[config.mk]
export PLATFORM = sky130hd
export DESIGN_NAME = adder_serial_flat
export DESIGN_NICKNAME = d
export VERILOG_FILES = /design/src/rtl/adder_serial_if.sv /design/src/rtl/adder_serial.sv /design/src/flat_wrapper.sv
export SDC_FILE = /design/constraint.sdc
export NUM_CORES = 1
export LEC_CHECK = 0
export BUFFER_PORTS_ARGS = -buffer_cell sky130_fd_sc_hd__buf_2
export CORE_AREA = 10 10 89 91
export CTS_BUF_LIST = sky130_fd_sc_hd__clkbuf_4
export DETAILED_ROUTE_END_ITERATION = 8
export DIE_AREA = 0 0 99 101
export PLACE_DENSITY = 0.66
export SYNTH_ARGS = -nofsm -noshare
export SYNTH_HDL_FRONTEND = slang
export SYNTH_SLANG_ARGS = --single-unit
[constraint.sdc]
create_clock -name i_clk -period 3.6 [get_ports i_clk]
set_input_delay 0.18 -clock i_clk [delete_from_list [all_inputs] [get_ports i_clk]]
set_output_delay 0.18 -clock i_clk [all_outputs]
set_load 0.01 [all_outputs]
[src/rtl/adder_serial_if.sv]
// rtl/adder_serial_if.sv - operand/result bundle for adder_serial; sub port only with ADDER_SERIAL_SUB_EN
interface adder_serial_if #(
  parameter int WIDTH = 16
);
  logic             start;
  logic [WIDTH-1:0] dataa;
  logic [WIDTH-1:0] datab;
  logic             cin;
`ifdef ADDER_SERIAL_SUB_EN
  logic             sub;
`endif
  logic             busy;
  logic             done;
  logic [WIDTH-1:0] sum;
  logic             cout;
  logic             overflow;

`ifdef ADDER_SERIAL_SUB_EN
  modport master (output start, dataa, datab, cin, sub,
                  input  busy, done, sum, cout, overflow);
  modport slave  (input  start, dataa, datab, cin, sub,
                  output busy, done, sum, cout, overflow);
`else
  modport master (output start, dataa, datab, cin,
                  input  busy, done, sum, cout, overflow);
  modport slave  (input  start, dataa, datab, cin,
                  output busy, done, sum, cout, overflow);
`endif
endinterface

[src/rtl/adder_serial.sv]
// rtl/adder_serial.sv - digit-serial adder, CHUNK bits per cycle; ADDER_SERIAL_SUB_EN enables subtract
module adder_serial #(
  parameter int WIDTH = 16,
  parameter int CHUNK = 4
) (
  input  logic          i_clk,
  input  logic          i_reset,
  adder_serial_if.slave io_bus
);
  localparam int NCHUNK = WIDTH / CHUNK;
  localparam int K_W    = (NCHUNK > 1) ? $clog2(NCHUNK) : 1;
  localparam logic [K_W-1:0] K_LAST = K_W'(NCHUNK - 1);

  typedef enum logic [1:0] {S_IDLE, S_RUN, S_DONE} state_t;

  state_t           r_state;
  state_t           w_state_next;
  logic             w_accept;
  logic             w_last;

  // Operands shift right one chunk per cycle so the adder always sees bits [CHUNK-1:0].
  logic [WIDTH-1:0] r_a;
  logic [WIDTH-1:0] r_b;
  logic             r_a_msb;
  logic             r_b_msb;
  logic             r_carry;
  logic [K_W-1:0]   r_k;
  logic [WIDTH-1:0] r_partial;
  logic [WIDTH-1:0] r_sum;
  logic             r_cout;
  logic             r_overflow;

  logic [WIDTH-1:0]       w_b_eff;
  logic                   w_c_init;
  logic [CHUNK-1:0]       w_p;
  logic                   w_c_out;
  logic [CHUNK+WIDTH-1:0] w_cat;
  logic [WIDTH-1:0]       w_partial_next;

  // Effective B and initial carry: subtract is A + ~B + 1.
`ifdef ADDER_SERIAL_SUB_EN
  assign w_b_eff  = io_bus.sub ? ~io_bus.datab : io_bus.datab;
  assign w_c_init = io_bus.sub ? 1'b1 : io_bus.cin;
`else
  assign w_b_eff  = io_bus.datab;
  assign w_c_init = io_bus.cin;
`endif

  assign {w_c_out, w_p} = {1'b0, r_a[CHUNK-1:0]} + {1'b0, r_b[CHUNK-1:0]} + {{CHUNK{1'b0}}, r_carry};

  // New chunk enters at the top; after NCHUNK shifts chunk 0 sits at the LSB.
  assign w_cat          = {w_p, r_partial} >> CHUNK;
  assign w_partial_next = w_cat[WIDTH-1:0];

  // State register.
  always_ff @(posedge i_clk) begin
    if (i_reset) r_state <= S_IDLE;
    else         r_state <= w_state_next;
  end

  // Next state; DONE accepts start exactly like IDLE for back-to-back operation.
  always_comb begin
    w_state_next = r_state;
    w_accept     = 1'b0;
    w_last       = 1'b0;
    case (r_state)
      S_IDLE, S_DONE: begin
        if (io_bus.start) begin
          w_accept     = 1'b1;
          w_state_next = S_RUN;
        end else begin
          w_state_next = S_IDLE;
        end
      end
      S_RUN: begin
        if (r_k == K_LAST) begin
          w_last       = 1'b1;
          w_state_next = S_DONE;
        end
      end
      default: w_state_next = S_IDLE;
    endcase
  end

  // Datapath: latch operands on accept, one chunk per RUN cycle, publish results on the last chunk.
  always_ff @(posedge i_clk) begin
    if (i_reset) begin
      r_a        <= '0;
      r_b        <= '0;
      r_a_msb    <= 1'b0;
      r_b_msb    <= 1'b0;
      r_carry    <= 1'b0;
      r_k        <= '0;
      r_partial  <= '0;
      r_sum      <= '0;
      r_cout     <= 1'b0;
      r_overflow <= 1'b0;
    end else if (w_accept) begin
      r_a     <= io_bus.dataa;
      r_b     <= w_b_eff;
      r_a_msb <= io_bus.dataa[WIDTH-1];
      r_b_msb <= w_b_eff[WIDTH-1];
      r_carry <= w_c_init;
      r_k     <= '0;
    end else if (r_state == S_RUN) begin
      r_a       <= r_a >> CHUNK;
      r_b       <= r_b >> CHUNK;
      r_carry   <= w_c_out;
      r_k       <= r_k + K_W'(1);
      r_partial <= w_partial_next;
      if (w_last) begin
        r_sum      <= w_partial_next;
        r_cout     <= w_c_out;
        r_overflow <= (r_a_msb == r_b_msb) && (w_partial_next[WIDTH-1] != r_a_msb);
      end
    end
  end

  assign io_bus.busy     = (r_state == S_RUN);
  assign io_bus.done     = (r_state == S_DONE);
  assign io_bus.sum      = r_sum;
  assign io_bus.cout     = r_cout;
  assign io_bus.overflow = r_overflow;

endmodule

[src/flat_wrapper.sv]
// flat-port wrapper written by rule: the top's interface ports become plain ports
module adder_serial_flat 
#(
  parameter int WIDTH = 16,
  parameter int CHUNK = 4
)
  (i_clk, i_reset, io_bus_start, io_bus_dataa, io_bus_datab, io_bus_cin, io_bus_busy, io_bus_done, io_bus_sum, io_bus_cout, io_bus_overflow);
  adder_serial_if #(.WIDTH(WIDTH)) io_bus_i ();
  input  logic i_clk;
  input  logic i_reset;
  input wire logic [$bits(io_bus_i.start)-1:0] io_bus_start;
  input wire logic [$bits(io_bus_i.dataa)-1:0] io_bus_dataa;
  input wire logic [$bits(io_bus_i.datab)-1:0] io_bus_datab;
  input wire logic [$bits(io_bus_i.cin)-1:0] io_bus_cin;
  output wire logic [$bits(io_bus_i.busy)-1:0] io_bus_busy;
  output wire logic [$bits(io_bus_i.done)-1:0] io_bus_done;
  output wire logic [$bits(io_bus_i.sum)-1:0] io_bus_sum;
  output wire logic [$bits(io_bus_i.cout)-1:0] io_bus_cout;
  output wire logic [$bits(io_bus_i.overflow)-1:0] io_bus_overflow;
  assign io_bus_i.start = io_bus_start;
  assign io_bus_i.dataa = io_bus_dataa;
  assign io_bus_i.datab = io_bus_datab;
  assign io_bus_i.cin = io_bus_cin;
  assign io_bus_busy = io_bus_i.busy;
  assign io_bus_done = io_bus_i.done;
  assign io_bus_sum = io_bus_i.sum;
  assign io_bus_cout = io_bus_i.cout;
  assign io_bus_overflow = io_bus_i.overflow;
  adder_serial #(.WIDTH(WIDTH), .CHUNK(CHUNK)) u_core (.i_clk(i_clk), .i_reset(i_reset), .io_bus(io_bus_i));
endmodule
==> flow_summary.json <==
{
  "grt_pass1_vias": 2304,
  "clock_skew_ns": 0.0159,
  "synth_edf_count": 0,
  "clk_pin_slew_ns": 0.11,
  "pwr-share-comb_pct": 10.8,
  "ys_ff_latch": 69,
  "peakVddDrop_uv": 276,
  "die_w_um": 99,
  "synth_commonest_cells": "nand2_1 (94), dfxtp_1 (69), a21oi_1 (41), nor2_1 (27), clkbuf_1 (18)",
  "seq_power_share_pct": 53.0,
  "synthMuxAreaShare_pct": 1.48,
  "finalCritPeriodShare_pct": 69.0,
  "synthArstFlopShare_pct": 0,
  "antenna_found_initial": 0,
  "worstPathCellList": "nand2b_1 -> buf_4 -> inv_2 -> nand2_1 -> or3_1 -> a21oi_1",
  "cp_max_fo": 43,
  "area_delta_synth_final_pct": 17.5,
  "ys_seq_area_share_pct": 51.1,
  "startpoint_type": "flip-flop",
  "rows": 29,
  "synthesis.nets": 368,
  "drt_iter0_markers": 78,
  "crit_type": "flip-flop to flip-flop",
  "p_sw_uw": 378,
  "synth-compound-area-share_pct": 18.4,
  "worstRegToRegCells": 6,
  "fmax_ghz": 0.403,
  "rrSetupSlack_ns": 1.12,
  "cts.sinks": 69,
  "syn_area_sq_mm": 0.00271,
  "yosys.cell_types.count": 30,
  "cap_violations": 0,
  "status": "finished clean",
  "regArea_sq_mm": 0.00138,
  "num_vias": 2284,
  "finalHoldViolations": 0,
  "portBuffers": 55,
  "setup_viol_count_final": 0,
  "post_drt_wl_per_cell_um": 13.3,
  "min_from": "io_bus_datab[12]",
  "postRouteWirelength_mm": 6.04,
  "critPathCaptureType": "flip-flop",
  "timing.hold.ws_ns": 0.0242,
  "numCtsBuffers": 9,
  "p_clk_share_pct": 36.2,
  "synth_area_leaders": "dfxtp_1 (51%), nand2_1 (13%), a21oi_1 (7.6%), a311oi_1 (4.2%), nor2_1 (3.7%)",
  "gp_congestion": 0.716,
  "worstPathRequired_ns": 3.93,
  "worstReg2RegEnd": "u_core.io_bus.sum[15]$_SDFFE_PP0P_",
  "clock_path_buffers": 2,
  "relSlewSlack_pct": 38.1,
  "worstPathBufferInverterCount": 2,
  "total_leakage_power_nw": 1.27,
  "synth_most_common_cell": "nand2_1",
  "die_h_um": 101,
  "ctsRootBufferMaster": "clkbuf_4",
  "final_antenna_net_count": 0,
  "synth_fa_ha_area_share_pct": 3.33,
  "first_pass_iters": 4,
  "viasPerCell": 5.03,
  "grt_overflow_total": 0,
  "cts_tree": "yes",
  "h-tree-depth": 3,
  "place_hpwl_mm": 4.09,
  "power.internal_mw": 1.17,
  "initial_core_util_pct": 43.6,
  "grt_pass1_wl_mm": 10.1,
  "synth_xor_area_share_pct": 0.648,
  "syn_inst": 326,
  "drive_gt1_share_pct": 21.0,
  "crit_slowest_cell": "inv_2",
  "timing.rr.start": "u_core.r_state[1]$_SDFFE_PP0P_",
  "hold_depth": 3,
  "rsz0062_at_grt": "false",
  "grtUsageTotal_pct": 12.2,
  "hp-class": "primary input to flip-flop",
  "min_period_ns": 2.48,
  "crit_family": "simple AND/OR/NAND/NOR gates",
  "num_io_pins": 56,
  "synth_top_cell_area_share_pct": 51.1,
  "cpPeakStageDelay_ns": 0.57,
  "grt_max_degree": 44,
  "yosysTopAreaCell": "dfxtp_1",
  "yosys_warnings": 0,
  "fillerInstances": 624,
  "worst_slew_pin_slew_ns": 0.924,
  "multi_input_area_sq_mm": 0.00120,
  "p_sw_share_pct": 24.4,
  "drc": 0,
  "fin_tns_setup_ns": 0,
  "drv_slew": 0,
  "worstPathArrival_ns": 2.81,
  "syn_avg_cell_area_sq_um": 8.30,
  "synthFlopType": "dfxtp_1",
  "core_sq_mm": 0.00620,
  "clk-insertion-delay-late_ns": 0.41,
  "synth_top_family_by_area": "simple AND/OR/NAND/NOR gates",
  "die_area_sq_mm": 0.0100,
  "diodes": 0,
  "synth-simple-area-share_pct": 20.6,
  "hold_end": "u_core.r_b[12]$_SDFFE_PP0P_",
  "finalPower_mw": 1.55,
  "final_nets": 414,
  "pwr_density_cell_mw_per_mm2": 488
}
## kinds of logic (layout without fill, tap and decap cells)
kind of cell,after synthesis,after routing
adder cells (fa/ha/maj),6,6
AO/OA/AOI/OAI,77,77
multiplexers,4,4
flip-flops,69,69
XOR/XNOR,2,2
AND/OR/NAND/NOR,138,138
buffers and inverters,30,81
## timing repair
item,CTS,global route
setup buffers,0,0
endpoints found under the hold margin,1,0
resized for setup,0,0
hold buffers,1,0
## worst reg2reg max path, delay by kind of cell (launching register included)
kind                   cells  cell delay, ns
AOI/OAI and AO/OA          1            0.11
buffers and inverters      2            0.81
DFF                        1            0.32
and+or+nand+nor            3            1.18
## worst max path at each step
stage               slack, ns  cells past startpoint                                  end                           start
floorplan                1.87                      5  u_core.io_bus.overflow$_SDFFE_PP0P_     u_core.r_carry$_SDFFE_PP0P_
CTS                      1.08                      6   u_core.io_bus.sum[15]$_SDFFE_PP0P_  u_core.r_state[1]$_SDFFE_PP0P_
global route             0.89                      6   u_core.io_bus.sum[15]$_SDFFE_PP0P_  u_core.r_state[0]$_SDFFE_PP0P_
detailed placement       1.11                      6   u_core.io_bus.sum[15]$_SDFFE_PP0P_  u_core.r_state[1]$_SDFFE_PP0P_
global placement         1.16                      6   u_core.io_bus.sum[15]$_SDFFE_PP0P_  u_core.r_state[1]$_SDFFE_PP0P_
finish                   1.12                      6   u_core.io_bus.sum[15]$_SDFFE_PP0P_  u_core.r_state[1]$_SDFFE_PP0P_
## metal layers
layer / vias to the layer above / GRT usage [%] / share of wire [%]
met3: 8 / 5.62 / 7.7
met2: 55 / 20.3 / 46
met5: - / 0 / 0
met4: 0 / 4.63 / 1.2
met1: 1019 / 13.2 / 45
li1: 1202 / - / -
## metrics by stage
step | util, % | setup WS, ns | cell area (sq um) | cells
floorplan | - | 1.87 | 2710 | 326
global placement | 48.4 | 1.16 | 3010 | 437
detailed placement | 48.4 | 1.11 | 3010 | 437
CTS | 51.2 | 1.08 | 3180 | 454
global route | 51.2 | 0.887 | 3180 | 454
finish | 51.2 | 1.12 | 3180 | 454
## sequential cells by signal (all words and copies together) (netlist names), 2 cells and up
| register | count |
|---|---|
| u_core.r_state | 2 |
| u_core.r_b | 16 |
| u_core.r_a | 16 |
| u_core.r_k | 2 |
| u_core.io_bus.sum | 16 |
| u_core.r_partial | 12 |
## power groups by stage
stage | Combinational (mW) | Clock, mW | Sequential, mW
2_1_floorplan | 0.123 | 0 | 0.835
3_3_place_gp | 0.166 | 0 | 0.840
3_5_place_dp | 0.169 | 0 | 0.841
4_1_cts | 0.171 | 0.580 | 0.823
5_1_grt | 0.194 | 0.607 | 0.828
6_report | 0.168 | 0.561 | 0.823
## cell usage in the layout, fill, tap and decap left out, drive strengths merged, types with 3 or more instances in the layout
master,count
buf,59
o22ai,3
nor3,7
a311oi,14
a22oi,11
dfxtp,69
clkbuf,12
nor2,27
a21oi,41
a211oi,4
mux2i,4
ha,4
inv,5
nand2,94
## layout make-up
| type | instances | area share, % |
|---|---|---|
| sequential | 69 | 43.5 |
| clock buffer | 12 | 2.83 |
| tap | 77 | 3.03 |
| inverter | 5 | 0.591 |
| timing repair buffer | 60 | 9.92 |
| multi-input combinational | 227 | 37.9 |
| clock inverter | 4 | 2.28 |
No activity file was read; power rests on OpenSTA's default activity.
